### src/rtl/jedro_1_pkg.sv
// ---------------------------------------------------------------------------
// jedro_1_pkg
// Shared constants for the jedro_1 integer register file and its pending-write
// scoreboard.
//   DATA_WIDTH_DEF : default register width in bits
//   ADDR_WIDTH_DEF : default register address width
//   REG_ZERO       : architectural zero register index (x0)
//   num_regs()     : register count for a given address width
// ---------------------------------------------------------------------------
package jedro_1_pkg;

  localparam int unsigned DATA_WIDTH_DEF = 32;
  localparam int unsigned ADDR_WIDTH_DEF = 5;
  localparam int unsigned REG_ZERO       = 0;

  function automatic int unsigned num_regs(input int unsigned aw);
    return 32'd1 << aw;
  endfunction

endpackage

### src/rtl/jedro_1_scoreboard.sv
// ---------------------------------------------------------------------------
// jedro_1_scoreboard
// Pending-write tracker for the register file. Decode reserves a destination
// register on issue, writeback releases it.
// Ports:
//   clk_i        clock, rising edge
//   rst_i        asynchronous active-high reset; drops every reservation
//   rsv_valid_i  reserve request from decode
//   rsv_addr_i   destination register to reserve
//   rsv_ready_o  reservation accepted this cycle (combinational)
//   wb_valid_i   writeback strobe
//   wb_addr_i    writeback address
//   busy_o       per-register pending-write flags (bit 0 is always 0)
//   pend_cnt_o   registered count of pending registers, saturating
//   wb_err_o     registered pulse: writeback hit a register that was not busy
// ---------------------------------------------------------------------------
module jedro_1_scoreboard
  import jedro_1_pkg::*;
#(
  parameter int ADDR_WIDTH = ADDR_WIDTH_DEF
) (
  input  logic                       clk_i,
  input  logic                       rst_i,
  input  logic                       rsv_valid_i,
  input  logic [ADDR_WIDTH-1:0]      rsv_addr_i,
  output logic                       rsv_ready_o,
  input  logic                       wb_valid_i,
  input  logic [ADDR_WIDTH-1:0]      wb_addr_i,
  output logic [(1<<ADDR_WIDTH)-1:0] busy_o,
  output logic [ADDR_WIDTH:0]        pend_cnt_o,
  output logic                       wb_err_o
);

  localparam int                    NUM_REGS = 1 << ADDR_WIDTH;
  localparam logic [ADDR_WIDTH-1:0] ZERO_A   = ADDR_WIDTH'(REG_ZERO);
  localparam logic [ADDR_WIDTH:0]   CNT_MAX  = (ADDR_WIDTH+1)'(NUM_REGS - 1);
  localparam logic [ADDR_WIDTH:0]   CNT_ONE  = (ADDR_WIDTH+1)'(1);

  logic [NUM_REGS-1:0] busy_q;
  logic [NUM_REGS-1:0] busy_d;
  logic [ADDR_WIDTH:0] cnt_q;
  logic                err_q;

  logic rsv_nz;
  logic wb_nz;
  logic same_addr;
  logic rsv_acc;
  logic cnt_inc;
  logic cnt_dec;

  // Counter step that never wraps in either direction.
  function automatic logic [ADDR_WIDTH:0] sat_step(input logic [ADDR_WIDTH:0] cnt,
                                                   input logic              inc,
                                                   input logic              dec);
    logic [ADDR_WIDTH:0] nxt;
    nxt = cnt;
    if (inc && !dec && (cnt != CNT_MAX)) begin
      nxt = cnt + CNT_ONE;
    end else if (dec && !inc && (cnt != '0)) begin
      nxt = cnt - CNT_ONE;
    end
    return nxt;
  endfunction

  assign rsv_nz    = (rsv_addr_i != ZERO_A);
  assign wb_nz     = (wb_addr_i != ZERO_A);
  assign same_addr = wb_valid_i && (wb_addr_i == rsv_addr_i);

  // A busy register may be reserved again in the cycle its writeback lands.
  assign rsv_ready_o = rsv_valid_i && (!rsv_nz || !busy_q[rsv_addr_i] || same_addr);
  assign rsv_acc     = rsv_ready_o && rsv_nz;

  // The counter follows edge events on the busy bits; a reserve and release of
  // the same register in one cycle leaves it untouched.
  assign cnt_inc = rsv_acc && !busy_q[rsv_addr_i] && !same_addr;
  assign cnt_dec = wb_valid_i && wb_nz && busy_q[wb_addr_i] &&
                   !(rsv_acc && (rsv_addr_i == wb_addr_i));

  // Release first, then reserve, so a same-address collision stays busy.
  always_comb begin
    busy_d = busy_q;
    if (wb_valid_i && wb_nz) begin
      busy_d[wb_addr_i] = 1'b0;
    end
    if (rsv_acc) begin
      busy_d[rsv_addr_i] = 1'b1;
    end
    busy_d[0] = 1'b0;
  end

  always_ff @(posedge clk_i or posedge rst_i) begin
    if (rst_i) begin
      busy_q <= '0;
      cnt_q  <= '0;
      err_q  <= 1'b0;
    end else begin
      busy_q <= busy_d;
      cnt_q  <= sat_step(cnt_q, cnt_inc, cnt_dec);
      err_q  <= wb_valid_i && wb_nz && !busy_q[wb_addr_i];
    end
  end

  assign busy_o     = busy_q;
  assign pend_cnt_o = cnt_q;
  assign wb_err_o   = err_q;

endmodule

### src/rtl/jedro_1_regfile_sb.sv
// ---------------------------------------------------------------------------
// jedro_1_regfile_sb
// Integer register file for the pipelined jedro core with NUM_RD combinational
// read ports, one writeback port and a pending-write scoreboard.
// Ports:
//   clk_i        clock, rising edge
//   rst_i        asynchronous active-high reset; clears data and reservations
//   rd_addr_i    packed read addresses, port k at [k*ADDR_WIDTH +: ADDR_WIDTH]
//   rd_data_o    packed read data, port k at [k*DATA_WIDTH +: DATA_WIDTH]
//   rd_busy_o    port k addresses a register with an unsatisfied pending write
//   rsv_valid_i  reserve request from decode
//   rsv_addr_i   destination register to reserve
//   rsv_ready_o  reservation accepted this cycle
//   wb_valid_i   writeback strobe
//   wb_addr_i    writeback address
//   wb_data_i    writeback data
//   pend_cnt_o   number of registers currently busy (registered)
//   wb_err_o     registered pulse: writeback to a register that was not busy
// ---------------------------------------------------------------------------
module jedro_1_regfile_sb
  import jedro_1_pkg::*;
#(
  parameter int DATA_WIDTH = DATA_WIDTH_DEF,
  parameter int ADDR_WIDTH = ADDR_WIDTH_DEF,
  parameter int NUM_RD     = 2,
  parameter int BYPASS     = 1
) (
  input  logic                         clk_i,
  input  logic                         rst_i,
  input  logic [NUM_RD*ADDR_WIDTH-1:0] rd_addr_i,
  output logic [NUM_RD*DATA_WIDTH-1:0] rd_data_o,
  output logic [NUM_RD-1:0]            rd_busy_o,
  input  logic                         rsv_valid_i,
  input  logic [ADDR_WIDTH-1:0]        rsv_addr_i,
  output logic                         rsv_ready_o,
  input  logic                         wb_valid_i,
  input  logic [ADDR_WIDTH-1:0]        wb_addr_i,
  input  logic [DATA_WIDTH-1:0]        wb_data_i,
  output logic [ADDR_WIDTH:0]          pend_cnt_o,
  output logic                         wb_err_o
);

  localparam int                    NUM_REGS  = 1 << ADDR_WIDTH;
  localparam logic [ADDR_WIDTH-1:0] ZERO_A    = ADDR_WIDTH'(REG_ZERO);
  localparam bit                    BYPASS_EN = (BYPASS != 0);

  logic [DATA_WIDTH-1:0] regs_q [NUM_REGS];
  logic [NUM_REGS-1:0]   busy;
  logic                  wb_we;

  assign wb_we = wb_valid_i && (wb_addr_i != ZERO_A);

  jedro_1_scoreboard #(
    .ADDR_WIDTH (ADDR_WIDTH)
  ) u_scoreboard (
    .clk_i       (clk_i),
    .rst_i       (rst_i),
    .rsv_valid_i (rsv_valid_i),
    .rsv_addr_i  (rsv_addr_i),
    .rsv_ready_o (rsv_ready_o),
    .wb_valid_i  (wb_valid_i),
    .wb_addr_i   (wb_addr_i),
    .busy_o      (busy),
    .pend_cnt_o  (pend_cnt_o),
    .wb_err_o    (wb_err_o)
  );

  // x0 is never written, so its entry holds the reset value of zero.
  always_ff @(posedge clk_i or posedge rst_i) begin
    if (rst_i) begin
      for (int i = 0; i < NUM_REGS; i++) begin
        regs_q[i] <= '0;
      end
    end else if (wb_we) begin
      regs_q[wb_addr_i] <= wb_data_i;
    end
  end

  for (genvar k = 0; k < NUM_RD; k++) begin : g_rd
    logic [ADDR_WIDTH-1:0] addr;
    logic                  hit;

    assign addr = rd_addr_i[k*ADDR_WIDTH +: ADDR_WIDTH];
    // A same-cycle writeback both supplies the data and satisfies the hazard.
    assign hit  = BYPASS_EN && wb_we && (wb_addr_i == addr);

    assign rd_data_o[k*DATA_WIDTH +: DATA_WIDTH] = (addr == ZERO_A) ? '0 :
                                                   hit              ? wb_data_i :
                                                                      regs_q[addr];
    assign rd_busy_o[k] = busy[addr] && !hit;
  end

endmodule

### config.mk
export PLATFORM = sky130hd
export DESIGN_NAME = jedro_1_regfile_sb
export DESIGN_NICKNAME = d
export VERILOG_FILES = /design/src/rtl/jedro_1_pkg.sv /design/src/rtl/jedro_1_scoreboard.sv /design/src/rtl/jedro_1_regfile_sb.sv
export SDC_FILE = /design/constraint.sdc
export NUM_CORES = 2
export LEC_CHECK = 0
export BUFFER_PORTS_ARGS = -buffer_cell sky130_fd_sc_hd__buf_2
export CAP_MARGIN = 20
export CORE_MARGIN = 1.5
export CORE_UTILIZATION = 45
export CTS_BUF_LIST = sky130_fd_sc_hd__clkbuf_4 sky130_fd_sc_hd__clkbuf_8
export DETAILED_ROUTE_END_ITERATION = 6
export PLACE_DENSITY = 0.68
export SLEW_MARGIN = 20
export SYNTH_ARGS = -nofsm -noshare
export SYNTH_HDL_FRONTEND = slang
export SYNTH_SLANG_ARGS = --single-unit
### constraint.sdc
create_clock -name clk_i -period 38.7 [get_ports clk_i]
set_input_delay 1.935 -clock clk_i [delete_from_list [all_inputs] [get_ports clk_i]]
set_output_delay 1.935 -clock clk_i [all_outputs]
set_load 0.005 [all_outputs]
After elaboration in Yosys (flattened, before gate mapping)

Index checks and enable logic that the tools add are counted.

Register bits after elaboration: 1062
Input port bits: 56
Output and inout bits: 74
Word-level logic and storage cells: 125

Add/subtract/negate cells: 2
$lt $le $gt $ge: 10
Equal/unequal tests: 5
Muxes and demuxes: 29
Bitwise gates (word level): 6
Reductions and logical operators: 38

Operators with widths:

| kind                                                 | number |
|---|---|
| bitwise mux 1024 bit                                 | 1 |
| 2-to-1 mux 32 bit                                    | 11 |
| binary-select mux 32 bit (select 5 bit)              | 2 |
| demux 32 bit (select 5 bit)                          | 1 |
| AND 32 bit                                           | 1 |
| NOT 32 bit                                           | 1 |
| bitwise OR 32 bit                                    | 1 |
| < comparator 5 x 6 -> 1 bit (second input constant)  | 4 |
| logical AND 1 bit                                    | 21 |
| binary-select mux 1 bit (select 5 bit)               | 4 |
| equality test 5 bit                                  | 4 |
| >= comparator 6 bit (second input constant)          | 3 |
| NOT 5 -> 6 bit                                       | 3 |
| 2-to-1 mux 6 bit                                     | 2 |
| demux 1 bit (select 5 bit)                           | 2 |
| >= comparator 5 x 1 -> 1 bit (second input constant) | 2 |
| zero test 5 bit                                      | 2 |
| nonzero test 5 bit                                   | 2 |
| zero test 1 bit                                      | 9 |
| adder 6 x 1 -> 6 bit (second input constant)         | 1 |
| < comparator 6 x 1 -> 1 bit (second input constant)  | 1 |
| 2-to-1 mux 1 bit                                     | 6 |
| != test 6 x 5 -> 1 bit (second input constant)       | 1 |
| nonzero test 6 bit                                   | 1 |
| other kinds (3)                                      | 4 |

Depth between registers and ports, before layout

Word-level depth: 14
Gate-level depth with buffers: 14
Depth with buffers taken out: 12

Modules after synthesis

Synthesis repeated with hierarchy kept, for this count alone.

Cells, all modules: 4151
Area total of the unflattened synthesis: 57878.0 um2

Modules (own cells, without submodules):

| module             | times used | cells an instance | area each (um2) | sequential area each (um2) |
|---|---|---|---|---|
| jedro_1_regfile_sb | 1          | 3890              | 55444.4         | 25624.6 |
| jedro_1_scoreboard | 1          | 261               | 2433.6          | 950.9 |

Worst setup path before layout

OpenSTA, ideal clock, no wires.

Kind: input port to output port
From: input rd_addr_i[0]
To: output rd_data_o[10]
Arrival: 3.883 ns
Required time: 36.765 ns
Slack: 32.882 ns
Cell stages on the path: 7
Buffers on the path: 3
Cells stage by stage: clkbuf_1 > buf_2 > buf_2 > mux4_2 > mux4_2 > mux2i_1 > a211oi_1

Word-level cells in the longest chain between the ends: 6
Elaborated cells on any way between the ends: 9
Those cells by class: eq/ne: 1; mux: 5; bitwise: 1; reduce/logical: 2

Ends and longest elaborated chain:

| item                                                 | line                     | text |
|---|---|---|
| from (decl)                                          | jedro_1_regfile_sb.sv:30 | `input logic [NUM_RD*ADDR_WIDTH-1:0] rd_addr_i,` |
| NOT 5 -> 6 bit (not written as such)                 | jedro_1_regfile_sb.sv:89 | `regs_q[addr];` |
| binary-select mux 32 bit (select 5 bit)              | jedro_1_regfile_sb.sv:89 |  |
| 2-to-1 mux 32 bit (not written as such) (2 in a row) | jedro_1_regfile_sb.sv:89 |  |
| 2-to-1 mux 32 bit                                    | jedro_1_regfile_sb.sv:88 | `hit ? wb_data_i :` |
| 2-to-1 mux 32 bit *                                  | jedro_1_regfile_sb.sv:87 | `assign rd_data_o[k*DATA_WIDTH +: DATA_WIDTH] = (addr == ZERO_A) ? '0 :` |
| to (decl)                                            | jedro_1_regfile_sb.sv:31 | `output logic [NUM_RD*DATA_WIDTH-1:0] rd_data_o,` |

Every way passes the cells marked *; elsewhere a longest branch is shown, timed or not. The select of a mux whose other input is x is not followed.

Final worst setup path

From: input rd_addr_i[5]
To: output rd_data_o[35]

Same word-level chain as after synthesis.

==> out/qor.csv <==
metric,value,unit
Worst Hold Launch,regs_q[1000]$_DFFE_PP0P_,
FF-to-FF setup slack,34890,ps
die height,361,um
Setup Buffers After CTS,0,
pin count of the biggest net entering global routing,122,
Critical Path Max Stage Delay,840,ps
CP Buf/Inv Count,5,
num rows,131,
Synth Flop Type,dfrtp_1,
Layout Area Growth over Synthesis,9.67,%
post-CTS sizing,0,
dpl hpwl,87700,um
CTS buffer count,183,
met2 Use GR,39.9,%
Final Max Slew Viols,0,
Post-synth EDFFs,0,
die area,0.130,mm2
"FFs w/ async S/R, synth",100,%
via count,35100,
"Reg clk slew, reported paths",60,ps
vias in the first global route,36200,
Least-Margin Pin Slew,1130,ps
WL/cell,31.6,um
routed vias/inst,6.53,
Slew headroom,24.1,%
FF-to-FF End,u_scoreboard.pend_cnt_o[5]$_DFFE_PP0P_,
Setup Skew,9.41,ps
FILL cells,10500,
Final min period,8860,ps
DR DRC count,0,
FMAX,113,MHz
H-tree level count,4,
VDD IR max,0.0330,mV
DP Cell Count,5053,
Leak,27.3,nW
status,"complete, no violations",
sequential element share of the synthesized area,46.1,%
Final #Nets,3638,
hold depth,0,
largest area contributor in the synthesized netlist,dfrtp_1,
syn_area_per_cell,15.9,um2
startpoint types,input pin,
endpoint class of the critical path,primary output,
final setup vio count,0,
Starting Density,45.2,%
WP data required,36760,ps
Final Power,0.00326,W
DP Worst Slack,29480,ps
First-pass DRT Iterations,5,
Min-Delay Path Class,reg2reg,
Critical Path End,rd_data_o[35],
total grt overflow,0,
DRT antenna net count,0,
Core Region,0.127,mm2
CP arrival,6930,ps
die width,361,um
CTS Hold Bufs,0,
CTS tree,built,
final instance area,0.0632,mm2
Area contributors post-synth,"dfrtp_1, mux4_2, mux2_2, mux2i_1, clkbuf_1",
Seq cells post-synth,1062,
Hold Fails Final Rpt,0,
CTS sink count,1062,
CP Launch Point,rd_addr_i[5],
layout cells sized above 1,59.1,%
Critical Path Most Common Cell,buf_4,
Tcrit/Tclk final,22.9,%
pwr dens,51.6,mW/mm2
gr usage total,26.4,%
met3 GRT Util,5.70,%
CP Max Fanout,74,
root buf cell,clkbuf_8,
I/O pin count,130,
DR iter-0 viols,3638,
worst reg2reg path depth,12,
"Cell Chain, Critical Path","buf_8, buf_4, buf_4, buf_4, mux4_2, nor2b_1, a211oi_1, a21oi_1, mux2i_1, a211oi_1, buf_2",
Most Crowded Layer GR,met2,
Yosys top cell area share,46.1,%
Setup CP Type,in2out,
setup total negative slack,0,ps
synthesized area,0.0576,mm2
Routed WL,170000,um
post-place instance area,0.0593,mm2
critical path's top delay family,buffers and inverters,
Synth cell types,53,
RSZ-0062 raised after global routing,no,
Cells after Synth,3634,
first-pass GRT wire length,252000,um
Placer Congestion,0.786,
max-cap viol count,0,
Max Buffers Root-to-Sink,3,
Clock Latency Late Sink,850,ps
fin cells,5379,
syn_nets,3696,
FF/Latch Area,0.0266,mm2
multi-input logic area,0.0295,mm2
M1 GR Usage,37.9,%
initial antenna violation count,4,
Synthesis Warnings,0,
reg2reg start,u_scoreboard.busy_o[5]$_DFF_PP0_,
Worst path slowest cell,buf_4,
input/output buffers,129,
Stages on worst setup path,11,
fin worst setup slack,29840,ps
[worst min-delay path by stage]
stage	endpoint	slack, ps
finish	regs_q[1000]$_DFFE_PP0P_	390
global route	regs_q[1008]$_DFFE_PP0P_	400
CTS	regs_q[1014]$_DFFE_PP0P_	400
detailed placement	regs_q[1013]$_DFFE_PP0P_	380
global placement	regs_q[1023]$_DFFE_PP0P_	380
floorplan	regs_q[1000]$_DFFE_PP0P_	440
[state kept, by name (all words and copies together), names as in the netlist]
name,flops
regs_q,1024
u_scoreboard.busy_o,31
u_scoreboard.pend_cnt_o,6
u_scoreboard.wb_err_o,1
[where the power goes]
group          switching [W]  leakage [nW]  internal (W)
combinational       0.000268          11.7      0.000446
clock               0.000469          2.04      0.000593
sequential          0.000157          13.6       0.00133
[Yosys cell counts, types with 23 or more instances]
library cell / number
mux4_2: 645
mux2i_1: 103
buf_2: 112
buf_1: 60
mux2_2: 997
a211oi_1: 83
dfrtp_1: 1062
nand2_1: 35
a22o_1: 23
clkbuf_1: 252
nor2_1: 85
[cells by family (layout without fill, tap and decap cells)]
| kind of cell | count (synthesis) | after routing | share of synthesized area (%) |
|---|---|---|---|
| buf+inv | 444 | 522 | 3.17 |
| mux | 1747 | 1747 | 46.6 |
| xor+xnor | 19 | 19 | 0.289 |
| flops | 1062 | 1062 | 46.1 |
| compound gates | 159 | 159 | 2.04 |
| other cells | 0 | 5 | 0 |
| fa+ha+maj | 6 | 6 | 0.143 |
| simple gates | 197 | 197 | 1.67 |
[area by class of cell]
class,count,area share (%)
well taps,1662,3.29
flip-flops and latches,1062,42.1
repair buffers,185,1.81
clock buffers,295,5.77
clock inverters,26,0.271
diodes,5,0.0198
multi-input cells,2128,46.7
inverters,16,0.107
[metal layers]
layer	vias up	wire, um
met4	0	5840
met2	1475	78100
met1	19200	73200
li1	14100	-
met5	-	0
met3	347	12900
[cell usage in the layout (no fill, tap or decap), drive strengths merged, types with 2 or more instances in the layout]
cell	synthesis	final
a211o	2	2
a211oi	83	83
a21o	2	2
a21oi	16	16
a22o	23	23
and2	4	4
and3	5	5
buf	176	185
clkbuf	252	295
clkinv	0	20
clkinvlp	0	5
dfrtp	1062	1062
diode	0	5
ha	5	5
inv	16	17
mux2	997	997
mux2i	103	103
mux4	647	647
nand2	35	35
nand2b	2	2
nand3	10	10
nand3b	6	6
nand4	2	2
nor2	85	85
nor2b	12	12
nor3	11	11
nor3b	8	8
nor4	3	3
o211a	2	2
o21ai	16	16
o22ai	8	8
or3	2	2
or3b	4	4
or4	4	4
xnor2	10	10
xor2	9	9
[through the flow]
step,hold slack (ps),utilization [%]
2_1_floorplan,441,-
3_3_place_gp,377,46.6
3_5_place_dp,383,46.6
4_1_cts,397,49.6
5_1_grt,404,49.6
6_report,394,49.6
No activity file was read; power rests on OpenSTA's default activity.
